## config.mk

```make
export PLATFORM = sky130hd
export DESIGN_NAME = key_event_fsm
export DESIGN_NICKNAME = d
export VERILOG_FILES = /design/src/rtl/key_event_pkg.sv /design/src/rtl/ms_tick_gen.sv /design/src/rtl/key_event_fsm.sv
export SDC_FILE = /design/constraint.sdc
export NUM_CORES = 1
export LEC_CHECK = 0
export ABC_AREA = 0
export ABC_CLOCK_PERIOD_IN_PS = 3600
export CAP_MARGIN = 20
export CELL_PAD_IN_SITES_DETAIL_PLACEMENT = 0
export CELL_PAD_IN_SITES_GLOBAL_PLACEMENT = 1
export CORE_ASPECT_RATIO = 0.75
export CORE_MARGIN = 2
export CORE_UTILIZATION = 45
export DETAILED_ROUTE_END_ITERATION = 10
export GPL_ROUTABILITY_DRIVEN = 0
export PLACE_DENSITY = 0.81
export SLEW_MARGIN = 20
export SYNTH_ARGS = -nofsm -noshare
export SYNTH_HDL_FRONTEND = slang
export SYNTH_SLANG_ARGS = --single-unit
```

## constraint.sdc

```tcl
create_clock -name clk -period 3.6 [get_ports clk]
set_clock_uncertainty 0.1 [all_clocks]
set_input_delay 0.54 -clock clk [delete_from_list [all_inputs] [get_ports clk]]
set_output_delay 0.54 -clock clk [all_outputs]
set_load 0.05 [all_outputs]
```

## src/rtl/key_event_pkg.sv

```systemverilog
// Shared types and widths for the key event classifier.
package key_event_pkg;

  localparam int unsigned MS_CNT_W = 16;

  typedef enum logic [2:0] {
    IDLE      = 3'd0,
    PRESS1    = 3'd1,
    WAIT2     = 3'd2,
    PRESS2    = 3'd3,
    LONG_HOLD = 3'd4
  } key_state_t;

endpackage

```

## src/rtl/ms_tick_gen.sv

```systemverilog
// Millisecond tick prescaler: one-cycle tick every FREQ_MHZ*1000 cycles,
// restarted from zero whenever clr is high.
module ms_tick_gen #(
  parameter int unsigned FREQ_MHZ = 50
) (
  input  logic clk,
  input  logic rst_n,
  input  logic clr,
  output logic tick
);

  localparam int unsigned DIV   = FREQ_MHZ * 1000;
  localparam int unsigned CNT_W = (DIV > 1) ? $clog2(DIV) : 1;

  logic [CNT_W-1:0] cnt;

  always_ff @(posedge clk or negedge rst_n) begin
    if (!rst_n) begin
      cnt  <= '0;
      tick <= 1'b0;
    end else if (clr) begin
      cnt  <= '0;
      tick <= 1'b0;
    end else if (cnt == CNT_W'(DIV - 1)) begin
      cnt  <= '0;
      tick <= 1'b1;
    end else begin
      cnt  <= cnt + CNT_W'(1);
      tick <= 1'b0;
    end
  end

endmodule

```

## src/rtl/key_event_fsm.sv

```systemverilog
// Classifies a debounced key into short press, long press and double click.
// Define KEY_EVENT_REPEAT_EN to add auto-repeat pulses while a long hold lasts.
module key_event_fsm
  import key_event_pkg::*;
#(
  parameter int unsigned FREQ_MHZ  = 50,
  parameter int unsigned LONG_MS   = 1000,
  parameter int unsigned DCLICK_MS = 300,
  parameter int unsigned REPEAT_MS = 200
) (
  input  logic clk,
  input  logic rst_n,
  input  logic key_level,
  output logic short_press,
  output logic long_press,
  output logic double_click,
  output logic repeat_pulse,
  output logic busy
);

  if (LONG_MS == 0 || DCLICK_MS == 0 || REPEAT_MS == 0 ||
      LONG_MS >= 65536 || DCLICK_MS >= 65536) begin : g_cfg_check
    $error("key_event_fsm: timing parameters must be in 1..65535");
  end

  key_state_t          state, state_next;
  logic                key_d, armed;
  logic                press_evt, release_evt;
  logic                clr, tick;
  logic [MS_CNT_W-1:0] ms_cnt;
  logic                reach_long, reach_dclick;
  logic                short_nxt, long_nxt, dclick_nxt;

  // A key already held when reset releases must be seen released before it can start an event.
  always_ff @(posedge clk or negedge rst_n) begin
    if (!rst_n) begin
      key_d <= 1'b1;
      armed <= 1'b0;
    end else begin
      key_d <= key_level;
      armed <= armed | key_level;
    end
  end

  assign press_evt   = key_d & ~key_level & armed;
  assign release_evt = ~key_d & key_level;
  assign clr         = (state_next != state);

  ms_tick_gen #(.FREQ_MHZ(FREQ_MHZ)) u_tick (
    .clk   (clk),
    .rst_n (rst_n),
    .clr   (clr),
    .tick  (tick)
  );

  always_ff @(posedge clk or negedge rst_n) begin
    if (!rst_n)                        ms_cnt <= '0;
    else if (clr)                      ms_cnt <= '0;
    else if (tick && (ms_cnt != '1))   ms_cnt <= ms_cnt + MS_CNT_W'(1);
  end

  // True in the tick cycle that makes the count reach the threshold.
  assign reach_long   = tick && (ms_cnt == MS_CNT_W'(LONG_MS - 1));
  assign reach_dclick = tick && (ms_cnt == MS_CNT_W'(DCLICK_MS - 1));

`ifdef KEY_EVENT_REPEAT_EN
  localparam int unsigned REP_W = (REPEAT_MS > 1) ? $clog2(REPEAT_MS) : 1;

  logic [REP_W-1:0] rep_cnt;
  logic             rep_hit;
  logic             repeat_nxt;

  always_ff @(posedge clk or negedge rst_n) begin
    if (!rst_n)  rep_cnt <= '0;
    else if (clr) rep_cnt <= '0;
    else if (tick) rep_cnt <= rep_hit ? '0 : rep_cnt + REP_W'(1);
  end

  assign rep_hit = tick && (rep_cnt == REP_W'(REPEAT_MS - 1));
`endif

  always_comb begin
    state_next = state;
    short_nxt  = 1'b0;
    long_nxt   = 1'b0;
    dclick_nxt = 1'b0;
`ifdef KEY_EVENT_REPEAT_EN
    repeat_nxt = 1'b0;
`endif
    case (state)
      IDLE: begin
        if (press_evt) state_next = PRESS1;
      end
      PRESS1: begin
        if (reach_long) begin
          long_nxt   = 1'b1;
          state_next = release_evt ? IDLE : LONG_HOLD;
        end else if (release_evt) begin
          state_next = WAIT2;
        end
      end
      WAIT2: begin
        if (reach_dclick) begin
          short_nxt  = 1'b1;
          state_next = press_evt ? PRESS1 : IDLE;
        end else if (press_evt) begin
          state_next = PRESS2;
        end
      end
      PRESS2: begin
        if (release_evt) begin
          dclick_nxt = 1'b1;
          state_next = IDLE;
        end
      end
      LONG_HOLD: begin
        if (release_evt) state_next = IDLE;
`ifdef KEY_EVENT_REPEAT_EN
        else repeat_nxt = rep_hit;
`endif
      end
      default: state_next = IDLE;
    endcase
  end

  always_ff @(posedge clk or negedge rst_n) begin
    if (!rst_n) begin
      state        <= IDLE;
      busy         <= 1'b0;
      short_press  <= 1'b0;
      long_press   <= 1'b0;
      double_click <= 1'b0;
    end else begin
      state        <= state_next;
      busy         <= (state_next != IDLE);
      short_press  <= short_nxt;
      long_press   <= long_nxt;
      double_click <= dclick_nxt;
    end
  end

`ifdef KEY_EVENT_REPEAT_EN
  always_ff @(posedge clk or negedge rst_n) begin
    if (!rst_n) repeat_pulse <= 1'b0;
    else        repeat_pulse <= repeat_nxt;
  end
`else
  assign repeat_pulse = 1'b0;
`endif

endmodule

```

# Yosys cells after proc, flatten, opt, wreduce, memory -nomap -nowiden
# Index checks and enable logic that the tools add are counted.
[word_totals]
in_bits = 3
reg_bits = 42
wordCells = 55
[classes]
bitwise = 6
n_addsub = 2
n_eq_ne = 9
mux = 21
reduce_logical = 7
[op_table]
columns = ["op", "n"]
rows = [
  ["16-bit 2-to-1 mux", 4],
  ["16-bit by 1-bit adder with 16-bit output, second input constant", 2],
  ["3-bit 2-to-1 mux", 7],
  ["16-bit by 10-bit == test with 1-bit output, second input constant", 1],
  ["16-bit == test, second input constant", 1],
  ["16-bit by 9-bit == test with 1-bit output, second input constant", 1],
  ["16-bit inequality test, second input constant", 1],
  ["3-bit case mux with 4 select lines", 1],
  ["1-bit 2-to-1 mux", 9],
  ["3-bit by 2-bit == test with 1-bit output, second input constant", 2],
  ["1-bit AND", 3],
  ["3-bit by 1-bit == test with 1-bit output, second input constant", 1],
  ["3-bit == test, second input constant", 1],
  ["1-bit logical AND", 3],
  ["3-bit zero test", 1],
  ["3-bit inequality test", 1],
  ["3-bit nonzero test", 1],
  ["1-bit NOT", 2],
  ["2-bit nonzero test", 1],
  ["2-bit OR reduction", 1],
  ["1-bit OR", 1],
]

# Logic depth before layout (Yosys ltp)
[depth]
word_depth = 8
mapped_depth = 7
mapped_depth_nobuf = 6

# Modules after synthesis
# A second synthesis with hierarchy kept.
[unflattened]
cells_unflattened = 232
hier_area_um2 = 2218.4
[modules_own_cells]
columns = ["module", "seq_area_each_um2", "cells_each", "n_inst", "area_per_inst_um2"]
rows = [
  ["key_event_fsm", 626.9, 150, 1, 1398.8],
  ["ms_tick_gen", 425.4, 82, 1, 819.5],
]

# Worst setup path before layout
# OpenSTA, ideal clock, no wires.
[synth_timing]
path_type = "register to register"
startpoint = "register ms_cnt[13]"
endpoint = "register state[1]"
arrival_time_ns = 1.868
slack_ns = 1.497
path_stages_with_launch = 6
setup_ns = 0.135
n_path_buf = 0
synth_period_minus_slack_ns = 2.103
cell_sequence = "dfrtp_1 or4b_1 or2_4 or4_4 nand3_2 o22ai_1"
[synth_via]
elab_chain_cells = 4
elab_cells_between_ends = 7
classes_between = "2 x eq/ne; 3 x mux; 2 x reduce/logical"
[synth_rtl]
columns = ["element", "line_no", "text"]
rows = [
  ["from (decl)", "key_event_fsm.sv:30", "logic [MS_CNT_W-1:0] ms_cnt;"],
  ["from (signal assigned)", "key_event_fsm.sv:59", "else if (tick && (ms_cnt != '1)) ms_cnt <= ms_cnt + MS_CNT_W'(1);"],
  ["16-bit by 9-bit == test with 1-bit output / 16-bit by 10-bit == test with 1-bit output (equally long branches)", "key_event_fsm.sv:64, key_event_fsm.sv:63", ""],
  ["1-bit logical AND, on equally long branches", "key_event_fsm.sv:64, key_event_fsm.sv:63", ""],
  ["3-bit 2-to-1 mux, on equally long branches", "key_event_fsm.sv:103, key_event_fsm.sv:95", ""],
  ["3-bit case mux with 4 select lines *", "key_event_fsm.sv:90", "case (state)"],
  ["named net state_next[1]", "key_event_fsm.sv:26", "key_state_t state, state_next;"],
  ["to (signal assigned)", "key_event_fsm.sv:134", "state <= state_next;"],
  ["to (decl)", "key_event_fsm.sv:26", ""],
]
# The timed path passes the listed nets; every way through them passes the cells marked *.
# A chain may end at the register's enable or synchronous reset.

# Worst setup path after layout
[layout_timing]
startpoint = "input port key_level"
endpoint = "register u_tick.cnt[2]"
[layout_via]
elab_chain_cells = 8
elab_cells_between_ends = 15
classes_between = "1 x eq/ne; 10 x mux; 4 x bitwise"
[layout_rtl]
columns = ["element", "line_no", "text"]
rows = [
  ["from (decl)", "key_event_fsm.sv:13", "input logic key_level,"],
  ["1-bit NOT", "key_event_fsm.sv:45", "assign press_evt = key_d & ~key_level & armed;"],
  ["1-bit AND (2 in a row)", "key_event_fsm.sv:45", ""],
  ["3-bit 2-to-1 mux / 1-bit 2-to-1 mux (equally long branches)", "key_event_fsm.sv:106, key_event_fsm.sv:105", ""],
  ["3-bit 2-to-1 mux", "key_event_fsm.sv:103", "if (reach_dclick) begin"],
  ["3-bit case mux with 4 select lines *", "key_event_fsm.sv:90", ""],
  ["3-bit inequality test *", "key_event_fsm.sv:47", "assign clr = (state_next != state);"],
  ["16-bit 2-to-1 mux *", "ms_tick_gen.sv:21", "end else if (clr) begin"],
  ["to (signal assigned)", "ms_tick_gen.sv:28", "cnt <= cnt + CNT_W'(1);"],
  ["to (decl)", "ms_tick_gen.sv:15", "logic [CNT_W-1:0] cnt;"],
]
# Mark *: on every way between the ends. The rest lies on a longest branch, timed or not.

==> impl_metrics.csv <==
group,metric,value,unit
run_status,status,"finished, final reports clean",
clock_network,clock_sinks,42,
detailed_routing,drtPass1Iterations,5,
yosys,synth-seq-area-share,46.80,%
die,die_h,65.22,um
cells_and_area,layout.nets,243,
die,start_util,46.41,%
sta,tightest_slew,0.9380,ns
sta,holdWs,0.2719,ns
detailed_routing,antenna_left,0,
pwr,cellPowerDensity,440.4,nW/um^2
yosys,ys.flop_type,"dfrtp_1",
sta,period_minus_slack,2.369,ns
yosys,synth_top_area_share,45.63,%
yosys,synth_nets,240,
yosys,yosys.area.top_type,"dfrtp_1",
critical_path,arrival,2.44,ns
die,coreArea,4845,sq um
yosys,synth_area,2248,sq um
clock_network,clk_pin_slew,0.08,ns
clock_network,cts_resized,0,
global_routing,grt_util_all_layers,17.08,%
sta,fin_tns_setup,0,ns
global_routing,grt_remaining_overflow,0,
clock_network,htreeDepth,2,
sta,maxSlewViolCount,0,
sta,maxSlewHeadroom,37.47,%
global_routing,grt_max_degree,43,
detailed_routing,drc,0,
die,die_area,5584,sq um
critical_path,rr_worst_depth,5,
global_routing,grt_antenna_before_repair,0,
pwr,p_leak,1.008,nW
detailed_routing,wirelength,4323,um
sta,fin_crit_sh,65.81,%
clock_network,cts_buffers,5,
clock_network,tritoncts,"yes",
clock_network,cts_setup_buffers,0,
critical_path,critPathKind,"in2reg",
clock_network,ctsLongestPathBuffers,2,
yosys,postSynthCellCount,235,
sta,fmax,422.1,MHz
yosys,avgSynthCellArea,9.568,sq um
clock_network,worstSkewPairLatency,0.29,ns
placement,hpwl,2953,um
sta,setup_viol,0,
global_routing,grt_pass1_wl,7458,um
die,io_pins,8,
die,die_w,85.62,um
yosys,synth.area.top_cells,"dfrtp_1 46%, nor2_1 6.8%, xor2_1 5.5%",
clock_network,cts_hold_buf,0,
yosys,yosysUniqueCellTypes,50,
sta,final_hold_viol_count,0,
placement,io_buffers,6,
yosys,synthArstFlopShare,100.0,%
hold_path,hold_path_class,"in2async",
cells_and_area,drive_above_1_share,6.723,%
critical_path,start_kind,"input pin",
cells_and_area,fillers,462,
yosys,synth-edff-count,0,
cells_and_area,syn2layout_area_growth,6.678,%
die,rows,22,
critical_path,cp_max_fo,24,
yosys,ys.warnings.count,0,
critical_path,cp-end-kind,"register",
detailed_routing,drt-vias-per-instance,5.564,
detailed_routing,vias,1658,
job,max_cap_violations,0,
detailed_routing,wire_per_inst,14.51,um
detailed_routing,drt_iter0_drc,90,
critical_path,required,3.67,ns
global_routing,grt_pass1_vias,1499,
cells_and_area,n_antenna_cell,0,
sta,rsz0062_at_grt,"no",
pwr,ir_drop,0.3718,mV
yosys,yosys_register_bits,42,
clock_network,cts.root.buffer_cell,"clkbuf_8",
through the flow:
stage	utilization (%)	total power (W)	cell area [sq um]	std cells	worst slack, ns
after global routing	49.51	0.001126	2399	298	1.121
after floorplan	-	0.0007273	2248	235	1.497
after CTS	49.51	0.001067	2399	298	1.229
after detailed placement	47.93	0.0007748	2322	291	0.9127
after global placement	47.93	0.0007750	2322	291	0.9857
final	49.51	0.001056	2399	298	1.231
power by group:
part	leakage, nW	total [W]	switching, W	internal [W]
Combinational	0.403	0.000199	0.000128	0.0000706
Clock	0.0383	0.000291	0.000157	0.000134
Sequential	0.567	0.000567	0.0000570	0.000510
Total	1.01	0.00106	0.000342	0.000714
layout make-up:
cell class	instances	area, sq um	area share [%]
multi-input combinational	180	1129	47.05
sequential	42	1052	43.87
clock buffer	7	76.32	3.182
tap	60	75.07	3.130
timing repair buffer	6	55.05	2.295
inverter	3	11.26	0.4695
critical path, stage by stage:
cell and delay (ns):
clkdlybuf4s50_1 0.48, nor2b_1 0.23, or3_1 0.41, or3_4 0.43
nand3_4 0.25, nor2_1 0.09
final timing paths:
kind	from	slack, ns	to
worst min register to register	u_tick.cnt[0]	0.36	u_tick.cnt[0]
max in group asynchronous	rst_n	2.53	long_press
min in group clk	u_tick.cnt[0]	0.36	u_tick.cnt[0]
worst min-delay path	rst_n	0.27	ms_cnt[0]
worst max register to register	ms_cnt[13]	1.35	u_tick.cnt[2]
worst max-delay path	key_level	1.23	u_tick.cnt[2]
cells in the mapped netlist (2+ instances only):
master    instances
dfrtp_1          41
nor2_1           41
nand2_1          14
nand3_1          14
xor2_1           14
xnor2_1          10
nand4_1           9
and3_1            8
clkbuf_1          7
nor2b_1           6
a211oi_1          5
a21oi_1           5
and4_1            5
o21ai_0           4
a31oi_1           3
inv_1             3
nor4_1            3
nor4b_1           3
and4b_1           2
buf_6             2
ha_1              2
nand3_2           2
nand4b_1          2
nor3_1            2
nor3b_1           2
o22ai_1           2
kinds of logic after synthesis:
family,count (synthesis),share of synthesized area (%)
adder cells (fa/ha/maj),2,1.113
other,1,0.1668
AND/OR/NAND/NOR,128,32.33
XOR/XNOR,24,9.349
AO/OA/AOI/OAI,24,6.789
buffers and inverters,13,3.005
flip-flops,42,46.80
multiplexers,1,0.4452
registers in the layout, summed over array words and instances (netlist names):
signal,cells
ms_cnt,16
u_tick.cnt,16
state,3
armed,1
busy,1
double_click,1
key_d,1
long_press,1
short_press,1
u_tick.tick,1
cells in the final DEF (no fill, tap or decap), types with 4 or more instances in the layout:
master,count
and4_1,5
clkdlybuf4s50_1,5
nand2_1,14
nor2_1,41
dfrtp_1,41
xor2_1,14
a211oi_1,5
xnor2_1,10
o21ai_0,4
nor2b_1,6
and3_1,8
nand3_1,14
a21oi_1,5
nand4_1,9
clkbuf_8,5
routing by layer:
metal  vias up  track usage, %  share of wire [%]
met5         -               0                  0
met4         0           6.151                1.1
met3         7           4.397                3.1
met2        21           21.97                 39
met1       792           26.94                 57
li1        838               -                  -
Note: power is estimated with default switching activity, not from simulation.
